`config.mk`:
```
export PLATFORM = sky130hd
export DESIGN_NAME = video_pattern_scheduler_flat
export DESIGN_NICKNAME = d
export VERILOG_FILES = /design/src/rtl/video_pattern_scheduler_if.sv /design/src/rtl/video_pattern_scheduler.sv /design/src/flat_wrapper.sv
export SDC_FILE = /design/constraint.sdc
export NUM_CORES = 1
export LEC_CHECK = 0
export ABC_CLOCK_PERIOD_IN_PS = 2500
export CORE_ASPECT_RATIO = 1.4
export CORE_UTILIZATION = 53
export DETAILED_ROUTE_END_ITERATION = 10
export PLACE_DENSITY = 0.85
export SLEW_MARGIN = 10
export SYNTH_ARGS = -nofsm -noshare
export SYNTH_HDL_FRONTEND = slang
export SYNTH_SLANG_ARGS = --single-unit
```
`constraint.sdc`:
```
create_clock -name pixel_clk -period 2.5 [get_ports pixel_clk]
set_input_delay 0.5 -clock pixel_clk [delete_from_list [all_inputs] [get_ports pixel_clk]]
set_output_delay 0.5 -clock pixel_clk [all_outputs]
set_load 0.05 [all_outputs]
```
`src/rtl/video_pattern_scheduler_if.sv`:
```
// Interface bundling the video-side signals of video_pattern_scheduler.
// The master side (timing generator, PLL, host controls) drives sync, lock and
// requests; the slave side (the scheduler) drives pattern select, blanking and
// frame information. The freeze control exists only when PATTERN_FREEZE_EN is
// defined.
interface video_pattern_scheduler_if #(
   parameter int PSEL_W = 3
);
   logic              clk_locked;
   logic              video_vs;
   logic              auto_en;
   logic              next_req;
   logic              next_ack;
   logic [PSEL_W-1:0] pattern_sel;
   logic              blank;
   logic              frame_start;
   logic [15:0]       frame_cnt;
`ifdef PATTERN_FREEZE_EN
   logic              freeze;

   modport master (
      output clk_locked, video_vs, auto_en, next_req, freeze,
      input  next_ack, pattern_sel, blank, frame_start, frame_cnt
   );

   modport slave (
      input  clk_locked, video_vs, auto_en, next_req, freeze,
      output next_ack, pattern_sel, blank, frame_start, frame_cnt
   );
`else
   modport master (
      output clk_locked, video_vs, auto_en, next_req,
      input  next_ack, pattern_sel, blank, frame_start, frame_cnt
   );

   modport slave (
      input  clk_locked, video_vs, auto_en, next_req,
      output next_ack, pattern_sel, blank, frame_start, frame_cnt
   );
`endif
endinterface

```
`src/rtl/video_pattern_scheduler.sv`:
```
// Frame-synchronous test-pattern scheduler on the pixel clock.
// Detects frame starts from video_vs, holds the output blanked until the PLL is
// locked and a few startup frames have passed, then steps through the test
// patterns either on a dwell timer (auto_en) or on request (next_req/next_ack).
// Every pattern, blank and ack change lands in the frame_start cycle so no
// frame is torn; only loss of lock acts immediately.
// Optional feature: define PATTERN_FREEZE_EN to add a freeze input that halts
// auto advance and holds the dwell timer while manual requests still work.
module video_pattern_scheduler #(
   parameter int NUM_PATTERNS       = 8,
   parameter int PSEL_W             = 3,
   parameter int FRAMES_PER_PATTERN = 120,
   parameter int STARTUP_FRAMES     = 2,
   parameter bit VS_POL             = 1'b1
) (
   input  logic                      pixel_clk,
   input  logic                      rst_n,
   video_pattern_scheduler_if.slave  bus
);

   typedef enum logic [1:0] {
      WAIT_LOCK = 2'd0,
      STARTUP   = 2'd1,
      RUN       = 2'd2
   } state_t;

   localparam int DWELL_W = (FRAMES_PER_PATTERN > 1) ? $clog2(FRAMES_PER_PATTERN) : 1;
   localparam int START_W = (STARTUP_FRAMES > 1) ? $clog2(STARTUP_FRAMES) : 1;
   localparam logic [DWELL_W-1:0] DWELL_MAX  = DWELL_W'(FRAMES_PER_PATTERN - 1);
   localparam logic [START_W-1:0] START_LAST = START_W'(STARTUP_FRAMES - 1);
   localparam logic [PSEL_W-1:0]  PSEL_LAST  = PSEL_W'(NUM_PATTERNS - 1);

   state_t              state_q, state_d;
   logic                vsDly_q;
   logic                pending_q, pending_d;
   logic [DWELL_W-1:0]  dwell_q, dwell_d;
   logic [START_W-1:0]  startCnt_q, startCnt_d;
   logic [PSEL_W-1:0]   patternSel_q, patternSel_d;
   logic                blank_q, blank_d;
   logic                nextAck_q, nextAck_d;
   logic                frameStart_q, frameStart_d;
   logic [15:0]         frameCnt_q, frameCnt_d;

   logic                vsAct;
   logic                fs;
   logic                freezeActive;
   logic                autoAdv;
   logic                advance;

   // Normalise the sync polarity so the rest of the logic sees active-high.
   assign vsAct = ~(bus.video_vs ^ VS_POL);
   assign fs    = vsAct & ~vsDly_q;

`ifdef PATTERN_FREEZE_EN
   assign freezeActive = bus.freeze;
`else
   assign freezeActive = 1'b0;
`endif

   // State and output registers; reset puts the display blanked on pattern 0.
   always_ff @(posedge pixel_clk or negedge rst_n) begin
      if (!rst_n) begin
         state_q      <= WAIT_LOCK;
         vsDly_q      <= 1'b0;
         pending_q    <= 1'b0;
         dwell_q      <= '0;
         startCnt_q   <= '0;
         patternSel_q <= '0;
         blank_q      <= 1'b1;
         nextAck_q    <= 1'b0;
         frameStart_q <= 1'b0;
         frameCnt_q   <= '0;
      end else begin
         state_q      <= state_d;
         vsDly_q      <= vsAct;
         pending_q    <= pending_d;
         dwell_q      <= dwell_d;
         startCnt_q   <= startCnt_d;
         patternSel_q <= patternSel_d;
         blank_q      <= blank_d;
         nextAck_q    <= nextAck_d;
         frameStart_q <= frameStart_d;
         frameCnt_q   <= frameCnt_d;
      end
   end

   // Next-state logic: lock loss overrides everything, otherwise frame edges
   // drive startup counting and pattern advance. A request arriving in the
   // same cycle as the servicing frame edge is re-latched after the clear so
   // it stays pending for the following frame.
   always_comb begin
      state_d      = state_q;
      pending_d    = pending_q;
      dwell_d      = dwell_q;
      startCnt_d   = startCnt_q;
      patternSel_d = patternSel_q;
      blank_d      = blank_q;
      nextAck_d    = 1'b0;
      frameStart_d = 1'b0;
      frameCnt_d   = frameCnt_q;
      autoAdv      = 1'b0;
      advance      = 1'b0;

      if (!bus.clk_locked) begin
         state_d      = WAIT_LOCK;
         pending_d    = 1'b0;
         dwell_d      = '0;
         startCnt_d   = '0;
         patternSel_d = '0;
         blank_d      = 1'b1;
         frameCnt_d   = '0;
      end else begin
         case (state_q)
            WAIT_LOCK: begin
               pending_d    = 1'b0;
               dwell_d      = '0;
               startCnt_d   = '0;
               patternSel_d = '0;
               blank_d      = 1'b1;
               frameCnt_d   = '0;
               state_d      = STARTUP;
            end
            STARTUP: begin
               if (bus.next_req) begin
                  pending_d = 1'b1;
               end
               if (fs) begin
                  frameStart_d = 1'b1;
                  frameCnt_d   = frameCnt_q + 16'd1;
                  if (startCnt_q == START_LAST) begin
                     state_d    = RUN;
                     blank_d    = 1'b0;
                     startCnt_d = '0;
                  end else begin
                     startCnt_d = startCnt_q + 1'b1;
                  end
               end
            end
            RUN: begin
               if (fs) begin
                  frameStart_d = 1'b1;
                  frameCnt_d   = frameCnt_q + 16'd1;
                  autoAdv      = bus.auto_en & ~freezeActive & (dwell_q == DWELL_MAX);
                  advance      = pending_q | autoAdv;
                  if (advance) begin
                     patternSel_d = (patternSel_q == PSEL_LAST) ? '0 : patternSel_q + 1'b1;
                     dwell_d      = '0;
                  end else if ((dwell_q != DWELL_MAX) && !freezeActive) begin
                     dwell_d = dwell_q + 1'b1;
                  end
                  if (pending_q) begin
                     nextAck_d = 1'b1;
                     pending_d = 1'b0;
                  end
               end
               if (bus.next_req) begin
                  pending_d = 1'b1;
               end
            end
            default: begin
               state_d = WAIT_LOCK;
            end
         endcase
      end
   end

   assign bus.next_ack    = nextAck_q;
   assign bus.pattern_sel = patternSel_q;
   assign bus.blank       = blank_q;
   assign bus.frame_start = frameStart_q;
   assign bus.frame_cnt   = frameCnt_q;

endmodule
```
`src/flat_wrapper.sv`:
```
// flat-port wrapper written by rule: the top's interface ports become plain ports
module video_pattern_scheduler_flat 
#(
   parameter int NUM_PATTERNS       = 8,
   parameter int PSEL_W             = 3,
   parameter int FRAMES_PER_PATTERN = 120,
   parameter int STARTUP_FRAMES     = 2,
   parameter bit VS_POL             = 1'b1
)
  (pixel_clk, rst_n, bus_clk_locked, bus_video_vs, bus_auto_en, bus_next_req, bus_next_ack, bus_pattern_sel, bus_blank, bus_frame_start, bus_frame_cnt);
  video_pattern_scheduler_if #(.PSEL_W(PSEL_W)) bus_i ();
  input  logic pixel_clk;
  input  logic rst_n;
  input wire logic [$bits(bus_i.clk_locked)-1:0] bus_clk_locked;
  input wire logic [$bits(bus_i.video_vs)-1:0] bus_video_vs;
  input wire logic [$bits(bus_i.auto_en)-1:0] bus_auto_en;
  input wire logic [$bits(bus_i.next_req)-1:0] bus_next_req;
  output wire logic [$bits(bus_i.next_ack)-1:0] bus_next_ack;
  output wire logic [$bits(bus_i.pattern_sel)-1:0] bus_pattern_sel;
  output wire logic [$bits(bus_i.blank)-1:0] bus_blank;
  output wire logic [$bits(bus_i.frame_start)-1:0] bus_frame_start;
  output wire logic [$bits(bus_i.frame_cnt)-1:0] bus_frame_cnt;
  assign bus_i.clk_locked = bus_clk_locked;
  assign bus_i.video_vs = bus_video_vs;
  assign bus_i.auto_en = bus_auto_en;
  assign bus_i.next_req = bus_next_req;
  assign bus_next_ack = bus_i.next_ack;
  assign bus_pattern_sel = bus_i.pattern_sel;
  assign bus_blank = bus_i.blank;
  assign bus_frame_start = bus_i.frame_start;
  assign bus_frame_cnt = bus_i.frame_cnt;
  video_pattern_scheduler #(.NUM_PATTERNS(NUM_PATTERNS), .PSEL_W(PSEL_W), .FRAMES_PER_PATTERN(FRAMES_PER_PATTERN), .STARTUP_FRAMES(STARTUP_FRAMES), .VS_POL(VS_POL)) u_core (.pixel_clk(pixel_clk), .rst_n(rst_n), .bus(bus_i));
endmodule
```
==> flow_summary.toml <==
[cts]
cts_max_level = 2
clk_pin_slew_worst_paths_ns = 0.07
cts.sink_count = 34
cts-root-buf = "clkbuf_8"
cts_buffers = 5
cts_tree = "done"
cts_hold_buf = 0
clock_latency_ns = 0.29
cts_buffer_depth = 2

[flow_run]
cap_violations = 0

[global_route]
grt_pass1_wl_um = 7290
gr-usage-all-layers_pct = 26.3
grt_start_max_net_pins = 35
first_global_vias = 1715
grt_overflow = 0
grt_antenna_before_repair = 0

[yosys]
yosysWarnings = 0
ys_seq_area_share_pct = 46.2
synth_top_cell_by_area = "dfrtp_1"
ys_top_cells_by_area = "dfrtp_1 45%, ha_1 4.7%, o31ai_1 4.5%"
ys.flop_type = "dfrtp_1"
syn_nets = 198
syn_avg_cell_area_um2 = 9.97
syn_area_mm2 = 0.00184
netlist_instances = 185
synth_seq_cells = 34
synthDistinctLibCells = 42
synth-edff-count = 0
synth_top_area_share_pct = 44.8
synthArstFlopShare_pct = 100

[placement]
dp_hpwl_um = 3180
placed_area_mm2 = 0.00222
gp_congestion = 0.834
portBuffers = 27

[die]
die_area_mm2 = 0.00372
dieWidth_um = 51.9
die_h_um = 71.8
num_rows = 25
coreArea_mm2 = 0.00335
initial_core_util_pct = 55.1
io_pins = 28

[finish]
num_antenna_cells = 0
drive_gt1_share_pct = 12.0
area_delta_synth_final_pct = 26.4
nets = 237
final_area_mm2 = 0.00233
final_cell_mix = "33 x dfrtp_1, 27 x clkdlybuf4s50_1, 13 x nor2_1, 13 x nand3_1, 13 x a21oi_1"
layout_commonest_cell = "dfrtp_1"

[timing]
relSlewSlack_pct = 66.3
timing.final.crit_period_ns = 2.36
setup_viol = 0
hold_viol_final = 0
finalCritPeriodShare_pct = 94.3
finClkSkew_ns = 0.00439
hold_ws_ns = 0.512
max_freq_mhz = 424
rsz0062_at_grt = "no"
worstMarginPinSlew_ns = 0.504
maxSlewViolCount = 0

[setup_path]
crit_type = "reg2reg"
path_max_fanout = 19
cp-startpoint = "u_core.state_q[0]"
critical_path.endpoint_type = "flip-flop"
required_ns = 2.70
rr_startpoint = "u_core.state_q[0]"
arrival_ns = 2.56
worstSetupStartpointType = "flip-flop"

[routing]
drt-initial-drc-count = 77
wl_per_cell_um = 16.7
post_drt_via_cell_ratio = 6.54
dr.pass1.iters = 4
vias = 1733
post-route-drc-count = 0
wl_um = 4430
antenna_left = 0

[min_path]
min_path_type = "reg2reg"
min_from = "u_core.dwell_q[0]"

[pwr]
leakagePower_uw = 0.000953
ir_worst_vdd_mv = 0.503
cellPowerDensity_mw_per_mm2 = 500

[status]
outcome = "complete, no violations"
Yosys cell counts (3+ instances only):
cell type   n
nand2_1     8
dfrtp_1    33
o21ai_0     6
or4_1      10
nand3_1    13
mux2_2      3
nand4_1     6
clkbuf_1    4
inv_1       8
and3_1      3
o31ai_1    11
ha_1        7
a21oi_1    13
nor2_1     13
a31oi_1     4
a22o_1      3
xnor2_1     6
and2_1      3
or3_1       3
stage by stage:
step | setup WS (ns) | setup TNS (ns) | power (µW) | std cells | utilization, %
3_5_place_dp | -0.00388 | -0.00388 | 695 | 257 | 66.3
5_1_grt | 0.0140 | 0 | 1200 | 265 | 69.6
4_1_cts | 0.0742 | 0 | 1170 | 265 | 69.6
3_3_place_gp | 0.103 | 0 | 690 | 257 | 66.3
2_1_floorplan | 0.309 | 0 | 644 | 185 | -
6_report | 0.141 | 0 | 1160 | 265 | 69.6
where the power goes:
part           switching [µW]  leakage [µW]  internal [µW]
clock                     202     0.0000575            278
sequential               6.74      0.000468            556
combinational            74.9      0.000427           47.2
final cells by class:
class / count / area (µm²)
Tap cell: 40 / 50.0
Sequential cell: 34 / 852
Inverter: 8 / 30.0
Multi-Input combinational cell: 138 / 943
Fill cell: 237 / 1020
Timing Repair Buffer: 37 / 345
Clock buffer: 8 / 110
path summary, 6_finish.rpt:
path	to	cells after the start	slack [ns]
max	u_core.bus.frame_cnt[11]	7	0.14
min	u_core.dwell_q[0]	1	0.51
max reg2reg	u_core.bus.frame_cnt[11]	7	0.14
min reg2reg	u_core.dwell_q[0]	1	0.51
max in group asynchronous	u_core.bus.blank	2	1.54
min in group asynchronous	u_core.bus.frame_cnt[14]	2	0.61
registers in the layout, indices dropped and copies added (netlist names), 2 cells and up:
| name | count |
|---|---|
| u_core.bus.pattern_sel | 3 |
| u_core.dwell_q | 7 |
| u_core.state_q | 2 |
| u_core.bus.frame_cnt | 16 |
logic make-up (layout without fill, tap and decap cells):
family	after synthesis	in the layout	share of synthesized area, %
and+or+nand+nor	71	71	22.6
adders and majority gates	7	7	4.75
xor gates and xnor gates	6	6	2.85
AOI/OAI and AO/OA	49	49	18.0
buffers and inverters	13	53	2.71
DFF	34	34	46.2
muxes	5	5	2.92
critical path, cell delays in order (launching register included):
cell and delay, ns:
dfrtp_1 0.39, inv_1 0.10, ha_1 0.35, buf_4 0.14, nand3b_4 0.07, a311o_2 0.50, or4_1 0.53, a21oi_1 0.18
layer usage:
| metal | global-route usage, % | share of wire, % | vias up |
|---|---|---|---|
| met5 | 0 | 0 | - |
| met4 | 16.2 | 2.1 | 0 |
| met3 | 4.88 | 4.0 | 9 |
| met2 | 45.7 | 55 | 54 |
| met1 | 28.3 | 39 | 891 |
| li1 | - | - | 779 |
repair_timing:
item | 4_1_cts | 5_1_grt
buffers inserted | 0 | 0
endpoints found under the hold margin | 0 | 0
gates resized for setup | 0 | 1
setup endpoints to repair | 0 | 9
No activity file was read; power rests on OpenSTA's default activity.
